File: config.mk
export PLATFORM = sky130hd
export DESIGN_NAME = ch_seq_flat
export DESIGN_NICKNAME = d
export VERILOG_FILES = /design/src/rtl/ch_seq_if.sv /design/src/rtl/ch_seq.sv /design/src/flat_wrapper.sv
export SDC_FILE = /design/constraint.sdc
export NUM_CORES = 1
export LEC_CHECK = 0
export ABC_AREA = 1
export BUFFER_PORTS_ARGS = -buffer_cell sky130_fd_sc_hd__buf_4
export CORE_ASPECT_RATIO = 0.5
export CORE_MARGIN = 5
export CORE_UTILIZATION = 57
export DETAILED_ROUTE_END_ITERATION = 12
export GPL_TIMING_DRIVEN = 0
export HOLD_SLACK_MARGIN = 0.05
export MAX_ROUTING_LAYER = met4
export PLACE_DENSITY = 0.86
export SLEW_MARGIN = 20
export SYNTH_ARGS = -nofsm -noshare
export SYNTH_HDL_FRONTEND = slang
export SYNTH_SLANG_ARGS = --single-unit
export TNS_END_PERCENT = 1
File: constraint.sdc
create_clock -name wb_clk_i -period 2.53 [get_ports wb_clk_i]
set_input_delay 0.1265 -clock wb_clk_i [delete_from_list [all_inputs] [get_ports wb_clk_i]]
set_output_delay 0.1265 -clock wb_clk_i [all_outputs]
set_load 0.005 [all_outputs]
File: src/rtl/ch_seq_if.sv
// Channel-side bundle between the job sequencer and the
// channel FIFOs / bus master pair.
interface ch_seq_if;
  logic        m_reset;
  logic        src_start;
  logic        src_stop;
  logic        rd_req;
  logic        src_xfer;
  logic        src_last;
  logic        dst_start;
  logic        dst_end;
  logic        wr_req;
  logic        dst_xfer;
  logic [15:0] ocnt;

  modport master (
    output m_reset,
    output rd_req,
    output src_last,
    output wr_req,
    input  src_start,
    input  src_stop,
    input  src_xfer,
    input  dst_start,
    input  dst_end,
    input  dst_xfer,
    input  ocnt
  );

  modport slave (
    input  m_reset,
    input  rd_req,
    input  src_last,
    input  wr_req,
    output src_start,
    output src_stop,
    output src_xfer,
    output dst_start,
    output dst_end,
    output dst_xfer,
    output ocnt
  );
endinterface

File: src/rtl/ch_seq.sv
// Job sequencer for one compression channel: clears the
// channel, paces source/destination requests, reports done.
module ch_seq #(
  parameter int BEAT_BYTES = 8,
  parameter int TMO_W      = 16
) (
  input  logic        wb_clk_i,
  input  logic        wb_rst_i,
  input  logic        start,
  input  logic        abort,
  input  logic [23:0] dc,
  output logic        busy,
  output logic        done,
  output logic        err,
  output logic [15:0] result_cnt,
  ch_seq_if.master    ch
);

  localparam int SH = $clog2(BEAT_BYTES);
  localparam logic [TMO_W-1:0] TMO_LAST =
    {{(TMO_W-1){1'b1}}, 1'b0};

  typedef enum logic [1:0] {
    IDLE,
    CLR,
    RUN,
    DONE
  } state_e;

  state_e           state_q;
  logic [20:0]      src_rem_q;
  logic [20:0]      src_rem_d;
  logic             rd_en_q;
  logic             rd_en_d;
  logic             end_seen_q;
  logic             clr_cnt_q;
  logic             err_q;
  logic [15:0]      result_q;
  logic [TMO_W-1:0] wdog_q;
  logic [TMO_W-1:0] wdog_d;

  logic [24:0] len_sum;
  logic [20:0] beats;
  logic        run;
  logic        rem_zero;
  logic        any_xfer;
  logic        end_now;
  logic        tmo;
  logic        bad_xfer;
  logic        bad_end;

  assign len_sum  = {1'b0, dc} + 25'(BEAT_BYTES - 1);
  assign beats    = 21'(len_sum >> SH);
  assign run      = (state_q == RUN);
  assign rem_zero = (src_rem_q == '0);
  assign any_xfer = ch.src_xfer | ch.dst_xfer;
  assign end_now  = end_seen_q | (ch.dst_end & rem_zero);
  // Counter reaches all-ones on the edge that leaves RUN.
  assign tmo      = !any_xfer & (wdog_q == TMO_LAST);
  assign bad_xfer = ch.src_xfer & (!run | rem_zero);
  assign bad_end  = run & ch.dst_end & !rem_zero;

  always_comb begin
    src_rem_d = src_rem_q;
    if (ch.src_xfer && !rem_zero)
      src_rem_d = src_rem_q - 21'd1;
    wdog_d = any_xfer ? '0 : wdog_q + 1'b1;
    rd_en_d = rd_en_q;
    if (ch.src_stop || rem_zero)
      rd_en_d = 1'b0;
    else if (ch.src_start)
      rd_en_d = 1'b1;
  end

  always_ff @(posedge wb_clk_i) begin
    if (wb_rst_i) begin
      state_q    <= IDLE;
      src_rem_q  <= '0;
      rd_en_q    <= 1'b0;
      end_seen_q <= 1'b0;
      clr_cnt_q  <= 1'b0;
      err_q      <= 1'b0;
      result_q   <= '0;
      wdog_q     <= '0;
    end else begin
      if (bad_xfer || bad_end)
        err_q <= 1'b1;
      unique case (state_q)
        IDLE: begin
          if (start) begin
            src_rem_q  <= beats;
            err_q      <= 1'b0;
            result_q   <= '0;
            wdog_q     <= '0;
            rd_en_q    <= 1'b0;
            end_seen_q <= 1'b0;
            clr_cnt_q  <= 1'b0;
            if (dc == '0) begin
              err_q   <= 1'b1;
              state_q <= DONE;
            end else begin
              state_q <= CLR;
            end
          end
        end
        CLR: begin
          wdog_q <= '0;
          if (abort) begin
            err_q   <= 1'b1;
            state_q <= DONE;
          end else if (clr_cnt_q) begin
            state_q <= RUN;
          end else begin
            clr_cnt_q <= 1'b1;
          end
        end
        RUN: begin
          src_rem_q <= src_rem_d;
          wdog_q    <= wdog_d;
          rd_en_q   <= rd_en_d;
          if (ch.dst_end && rem_zero)
            end_seen_q <= 1'b1;
          if (abort) begin
            err_q    <= 1'b1;
            result_q <= '0;
            rd_en_q  <= 1'b0;
            state_q  <= DONE;
          end else if (tmo) begin
            err_q    <= 1'b1;
            result_q <= ch.ocnt;
            rd_en_q  <= 1'b0;
            state_q  <= DONE;
          end else if (end_now) begin
            result_q <= ch.ocnt;
            rd_en_q  <= 1'b0;
            state_q  <= DONE;
          end
        end
        DONE: begin
          end_seen_q <= 1'b0;
          state_q    <= IDLE;
        end
        default: state_q <= IDLE;
      endcase
    end
  end

  assign busy       = (state_q == CLR) | run;
  assign done       = (state_q == DONE);
  assign err        = err_q;
  assign result_cnt = result_q;

  assign ch.m_reset  = (state_q == CLR) | (run & abort);
  assign ch.rd_req   = run & rd_en_q & !rem_zero & !abort;
  assign ch.wr_req   = run & ch.dst_start & !end_seen_q
                     & !abort;
  assign ch.src_last = run & (src_rem_q == 21'd1);

endmodule

File: src/flat_wrapper.sv
// flat-port wrapper written by rule: the top's interface ports become plain ports
module ch_seq_flat 
#(
  parameter int BEAT_BYTES = 8,
  parameter int TMO_W      = 16
)
  (wb_clk_i, wb_rst_i, start, abort, dc, busy, done, err, result_cnt, ch_m_reset, ch_rd_req, ch_src_last, ch_wr_req, ch_src_start, ch_src_stop, ch_src_xfer, ch_dst_start, ch_dst_end, ch_dst_xfer, ch_ocnt);
  ch_seq_if ch_i ();
  input  logic wb_clk_i;
  input  logic wb_rst_i;
  input  logic start;
  input  logic abort;
  input  logic [23:0] dc;
  output logic busy;
  output logic done;
  output logic err;
  output logic [15:0] result_cnt;
  output wire logic [$bits(ch_i.m_reset)-1:0] ch_m_reset;
  output wire logic [$bits(ch_i.rd_req)-1:0] ch_rd_req;
  output wire logic [$bits(ch_i.src_last)-1:0] ch_src_last;
  output wire logic [$bits(ch_i.wr_req)-1:0] ch_wr_req;
  input wire logic [$bits(ch_i.src_start)-1:0] ch_src_start;
  input wire logic [$bits(ch_i.src_stop)-1:0] ch_src_stop;
  input wire logic [$bits(ch_i.src_xfer)-1:0] ch_src_xfer;
  input wire logic [$bits(ch_i.dst_start)-1:0] ch_dst_start;
  input wire logic [$bits(ch_i.dst_end)-1:0] ch_dst_end;
  input wire logic [$bits(ch_i.dst_xfer)-1:0] ch_dst_xfer;
  input wire logic [$bits(ch_i.ocnt)-1:0] ch_ocnt;
  assign ch_m_reset = ch_i.m_reset;
  assign ch_rd_req = ch_i.rd_req;
  assign ch_src_last = ch_i.src_last;
  assign ch_wr_req = ch_i.wr_req;
  assign ch_i.src_start = ch_src_start;
  assign ch_i.src_stop = ch_src_stop;
  assign ch_i.src_xfer = ch_src_xfer;
  assign ch_i.dst_start = ch_dst_start;
  assign ch_i.dst_end = ch_dst_end;
  assign ch_i.dst_xfer = ch_dst_xfer;
  assign ch_i.ocnt = ch_ocnt;
  ch_seq #(.BEAT_BYTES(BEAT_BYTES), .TMO_W(TMO_W)) u_core (.wb_clk_i(wb_clk_i), .wb_rst_i(wb_rst_i), .start(start), .abort(abort), .dc(dc), .busy(busy), .done(done), .err(err), .result_cnt(result_cnt), .ch(ch_i));
endmodule
==> results_tabular.tex <==
\begin{tabular}{lr}
\hline
Metric & Value \\
\hline
\multicolumn{2}{l}{\textbf{Critical path}} \\
Start-to-end type of the worst setup path & reg2reg \\
Worst setup EP type & flip-flop \\
Element type at the critical path start & flip-flop \\
RR Startpoint & u\_core.state\_q[0]\$\_SDFFE\_PP0P\_ \\
Data arrival time of the critical path & 2.55 ns \\
Required time reported for the critical path endpoint & 2.75 ns \\
Highest net fanout along the worst path & 10 \\
Launch point of the worst path & u\_core.state\_q[0]\$\_SDFFE\_PP0P\_ \\
Minimum setup slack among reg-to-reg paths & 0.20 ns \\
\multicolumn{2}{l}{\textbf{Timing}} \\
Unrepaired setup endpoints after global routing & no \\
Tmin final & 2.33 ns \\
Final WS setup & 0.198 ns \\
Final hold violations & 0 \\
Setup Skew & 0.00306 ns \\
Max-slew headroom & 57.8\% \\
Final count of negative-setup-slack endpoints & 0 \\
Aggregate negative setup slack & 0 ns \\
Max Slew Vio Count & 0 \\
Highest attainable clock frequency & 0.429 GHz \\
Part of the cycle the worst path needs & 92.2\% \\
Worst slew pin tran & 0.633 ns \\
\multicolumn{2}{l}{\textbf{Cells and area}} \\
Footprint of the multi-input gates & 0.00245 mm2 \\
Proportion of layout cells with a drive suffix above 1 & 15.0\% \\
Utilization of the core after routing & 73.5\% \\
Flip-flop and latch area & 0.00118 mm2 \\
Net count reported at finish & 803 \\
Area growth from synthesis to final layout & 23.9\% \\
Diode insertion count for antenna repair & 0 \\
Filler Cell Count & 581 \\
\multicolumn{2}{l}{\textbf{Yosys}} \\
Fraction of post-synthesis cell area in the top cell type by area & 29.4\% \\
\#FFs+latches synth & 59 \\
Area of the mapped netlist & 0.00402 mm2 \\
Post-Synthesis Net Count & 721 \\
Count of cell types in the netlist & 39 \\
Synthesized instance count & 662 \\
Post-synthesis sequential area ratio & 29.4\% \\
Main area contributors after synthesis & sky130\_fd\_sc\_hd\_\_dfxtp\_1 (29\%), sky130\_fd\_sc\_hd\_\_nand2\_1 (17\%), sky130\_fd\_sc\_hd\_\_nor2\_1 (8.6\%) \\
Warning count from the yosys run & 0 \\
Mean instance size in the synthesized netlist & 6.08 um2 \\
Area leader, netlist & sky130\_fd\_sc\_hd\_\_dfxtp\_1 \\
\multicolumn{2}{l}{\textbf{Pwr}} \\
Net switching component of the power & 2030 uW \\
Portion of total power attributed to the clock network & 26.7\% \\
Peak supply drop & 0.000411 V \\
Internal power & 2630 uW \\
Sequential power share & 26.8\% \\
Power Density & 935 mW/mm2 \\
Combinational cell fraction of total power & 46.5\% \\
Net switching share of the total power & 43.6\% \\
Leakage component of the power & 0.00232 uW \\
\multicolumn{2}{l}{\textbf{Route}} \\
Number of remaining DRC errors & 0 \\
First-pass detailed-route iteration total & 6 \\
Total Wirelength & 12100 um \\
Detailed-route vias per instance & 5.54 \\
Starting DRT DRC Count & 476 \\
Final routed wire length divided by cell count & 14.3 um \\
Number of vias in the routed layout & 4660 \\
Count of antenna-violating nets left after detailed routing & 0 \\
\multicolumn{2}{l}{\textbf{Clock network}} \\
Htree depth & 3 \\
Skew-Pair Late Insertion Delay & 0.33 ns \\
Number of CTS-inserted buffers & 9 \\
Total setup buffers inserted after CTS & 0 \\
Master cell of the clock root buffer & sky130\_fd\_sc\_hd\_\_clkbuf\_16 \\
Deepest clock path buffer count & 2 \\
Total number of clock tree sinks & 59 \\
CTS tree & built \\
Clock input transition at the sequential cells of the worst setup and hold paths & 0.05 ns \\
\multicolumn{2}{l}{\textbf{Place}} \\
Final RePlAce weighted congestion & 0.947 \\
Number of buffers added on ports & 71 \\
Post-detailed-placement half-perimeter wirelength & 9180 um \\
DP Worst Slack & 0.134 ns \\
\multicolumn{2}{l}{\textbf{GRT}} \\
Antenna violations before repair & 0 \\
Pin count of the biggest net entering global routing & 11 \\
Sum of overflow across all layers after global routing & 0 \\
Via count of the first global-routing pass & 4101 \\
Wire length of the first global-routing pass & 19500 um \\
Total routing usage reported by global routing & 27.8\% \\
\multicolumn{2}{l}{\textbf{Die}} \\
Horizontal die dimension & 129 um \\
Std-Cell Rows & 21 \\
Die area & 0.00894 mm2 \\
Total I/O pin count & 73 \\
Core region area & 0.00678 mm2 \\
Starting density of the core & 59.4\% \\
Vert. Die Dim & 69.4 um \\
\multicolumn{2}{l}{\textbf{Min path}} \\
Hold crit path type & in2reg \\
Worst hold path startpoint & ch\_ocnt[5] \\
\multicolumn{2}{l}{\textbf{Job}} \\
Max Cap Violations & 0 \\
\multicolumn{2}{l}{\textbf{Run status}} \\
Outcome & completed \\
\hline
\end{tabular}
==> worst paths after layout <==
path | to | depth (start not counted)
worst max register to register | u_core.wdog_q[14]$_SDFFE_PP0P_ | 8
worst min register to register | u_core.wdog_q[13]$_SDFFE_PP0P_ | 2
worst max-delay path | u_core.wdog_q[14]$_SDFFE_PP0P_ | 8
worst min-delay path | u_core.result_cnt[5]$_SDFFE_PP0P_ | 3
==> critical path: stages (launching register included) <==
cell and delay [ns]:
sky130_fd_sc_hd__dfxtp_1 0.44, sky130_fd_sc_hd__inv_1 0.10, sky130_fd_sc_hd__ha_1 0.28, sky130_fd_sc_hd__a21oi_2 0.43, sky130_fd_sc_hd__inv_1 0.28, sky130_fd_sc_hd__o21ai_4 0.33, sky130_fd_sc_hd__inv_1 0.19, sky130_fd_sc_hd__o21ai_0 0.12
sky130_fd_sc_hd__a21oi_1 0.05
==> cells in the final DEF (no fill, tap or decap), types with 2 or more instances in the layout <==
cell type and instances:
sky130_fd_sc_hd__inv_2 2, sky130_fd_sc_hd__nand4_1 28, sky130_fd_sc_hd__a211oi_1 2, sky130_fd_sc_hd__clkbuf_1 10, sky130_fd_sc_hd__buf_1 2, sky130_fd_sc_hd__o21ai_0 23
sky130_fd_sc_hd__o31ai_1 2, sky130_fd_sc_hd__buf_2 2, sky130_fd_sc_hd__nor3_2 2, sky130_fd_sc_hd__nand3_1 62, sky130_fd_sc_hd__a31oi_1 2, sky130_fd_sc_hd__buf_4 74
sky130_fd_sc_hd__clkbuf_16 9, sky130_fd_sc_hd__nor2_4 2, sky130_fd_sc_hd__o211ai_1 2, sky130_fd_sc_hd__nand2_1 183, sky130_fd_sc_hd__nor3_1 12, sky130_fd_sc_hd__dfxtp_1 59
sky130_fd_sc_hd__xor2_1 10, sky130_fd_sc_hd__nand3b_1 2, sky130_fd_sc_hd__and3_1 2, sky130_fd_sc_hd__nor2_1 92, sky130_fd_sc_hd__a21oi_1 57, sky130_fd_sc_hd__nand2_4 2
sky130_fd_sc_hd__clkbuf_8 2, sky130_fd_sc_hd__clkinv_2 3, sky130_fd_sc_hd__nor2_2 2, sky130_fd_sc_hd__ha_1 9, sky130_fd_sc_hd__inv_1 76
==> kinds of logic after synthesis <==
logic type	Yosys count	share of synthesized area [%]
buffers and inverters	98	10.0
adders and majority gates	9	2.80
AOI/OAI and AO/OA	92	12.4
xor gates and xnor gates	10	2.18
and+or+nand+nor	394	43.2
DFF	59	29.4
==> layout make-up <==
cell class / count / share of cell area (%)
inverters: 80 / 6.10
plain buffers: 18 / 2.01
well taps: 92 / 2.31
clock inverters: 4 / 0.979
multi-input cells: 505 / 49.1
repair buffers: 71 / 10.7
flip-flops and latches: 59 / 23.7
clock buffers: 12 / 5.15
==> what timing repair did <==
action / CTS / global route
gates resized for setup: 0 / 1
hold buffers: 0 / 0
endpoints found under the setup margin: 0 / 7
==> state kept, by name, indices dropped and copies added, names as in the netlist <==
register / cells
u_core.state_q: 2
u_core.rd_en_q: 1
u_core.src_rem_q: 21
u_core.wdog_q: 16
u_core.result_cnt: 16
u_core.err: 1
u_core.end_seen_q: 1
u_core.clr_cnt_q: 1
==> synth_stat cells (all sizes together) <==
master	count
a211oi	2
buf	9
a31oi	2
nand4	28
or2	1
and3	2
xor2	10
a21oi	59
clkinv	1
nand3b	2
o21bai	1
o31ai	2
o21ai	24
ha	9
o211ai	2
dfxtp	59
clkbuf	9
inv	79
nor3	14
nand3	63
and2	1
nand2	186
nor2	97
==> power groups by stage <==
stage / logic, uW / registers, uW / clock network, uW
finish: 2170 / 1250 / 1240
global route: 2420 / 1260 / 1300
CTS: 2110 / 1240 / 1250
detailed placement: 2070 / 1260 / 0
global placement: 2030 / 1250 / 0
floorplan: 1540 / 1220 / 0
==> layer usage <==
| layer | vias to the layer above | global-route usage (%) | routed length (um) | share of wire [%] |
|---|---|---|---|---|
| met5 | - | - | 0 | 0 |
| met4 | 0 | 6.29 | 159 | 1.3 |
| met3 | 20 | 7.62 | 1120 | 9.3 |
| met2 | 214 | 40.0 | 5100 | 42 |
| met1 | 2100 | 38.6 | 5680 | 47 |
| li1 | 2326 | - | - | - |
==> stage by stage <==
stage | std cells | cell area, um2 | hold WS, ns | total power [uW]
finish | 841 | 4980 | 0.0717 | 4660
floorplan | 662 | 4020 | 0.290 | 2760
detailed placement | 825 | 4670 | 0.416 | 3330
global placement | 825 | 4670 | 0.409 | 3280
CTS | 841 | 4980 | 0.0711 | 4600
global route | 841 | 4980 | 0.0739 | 4990
(Power assumes the default switching activity.)
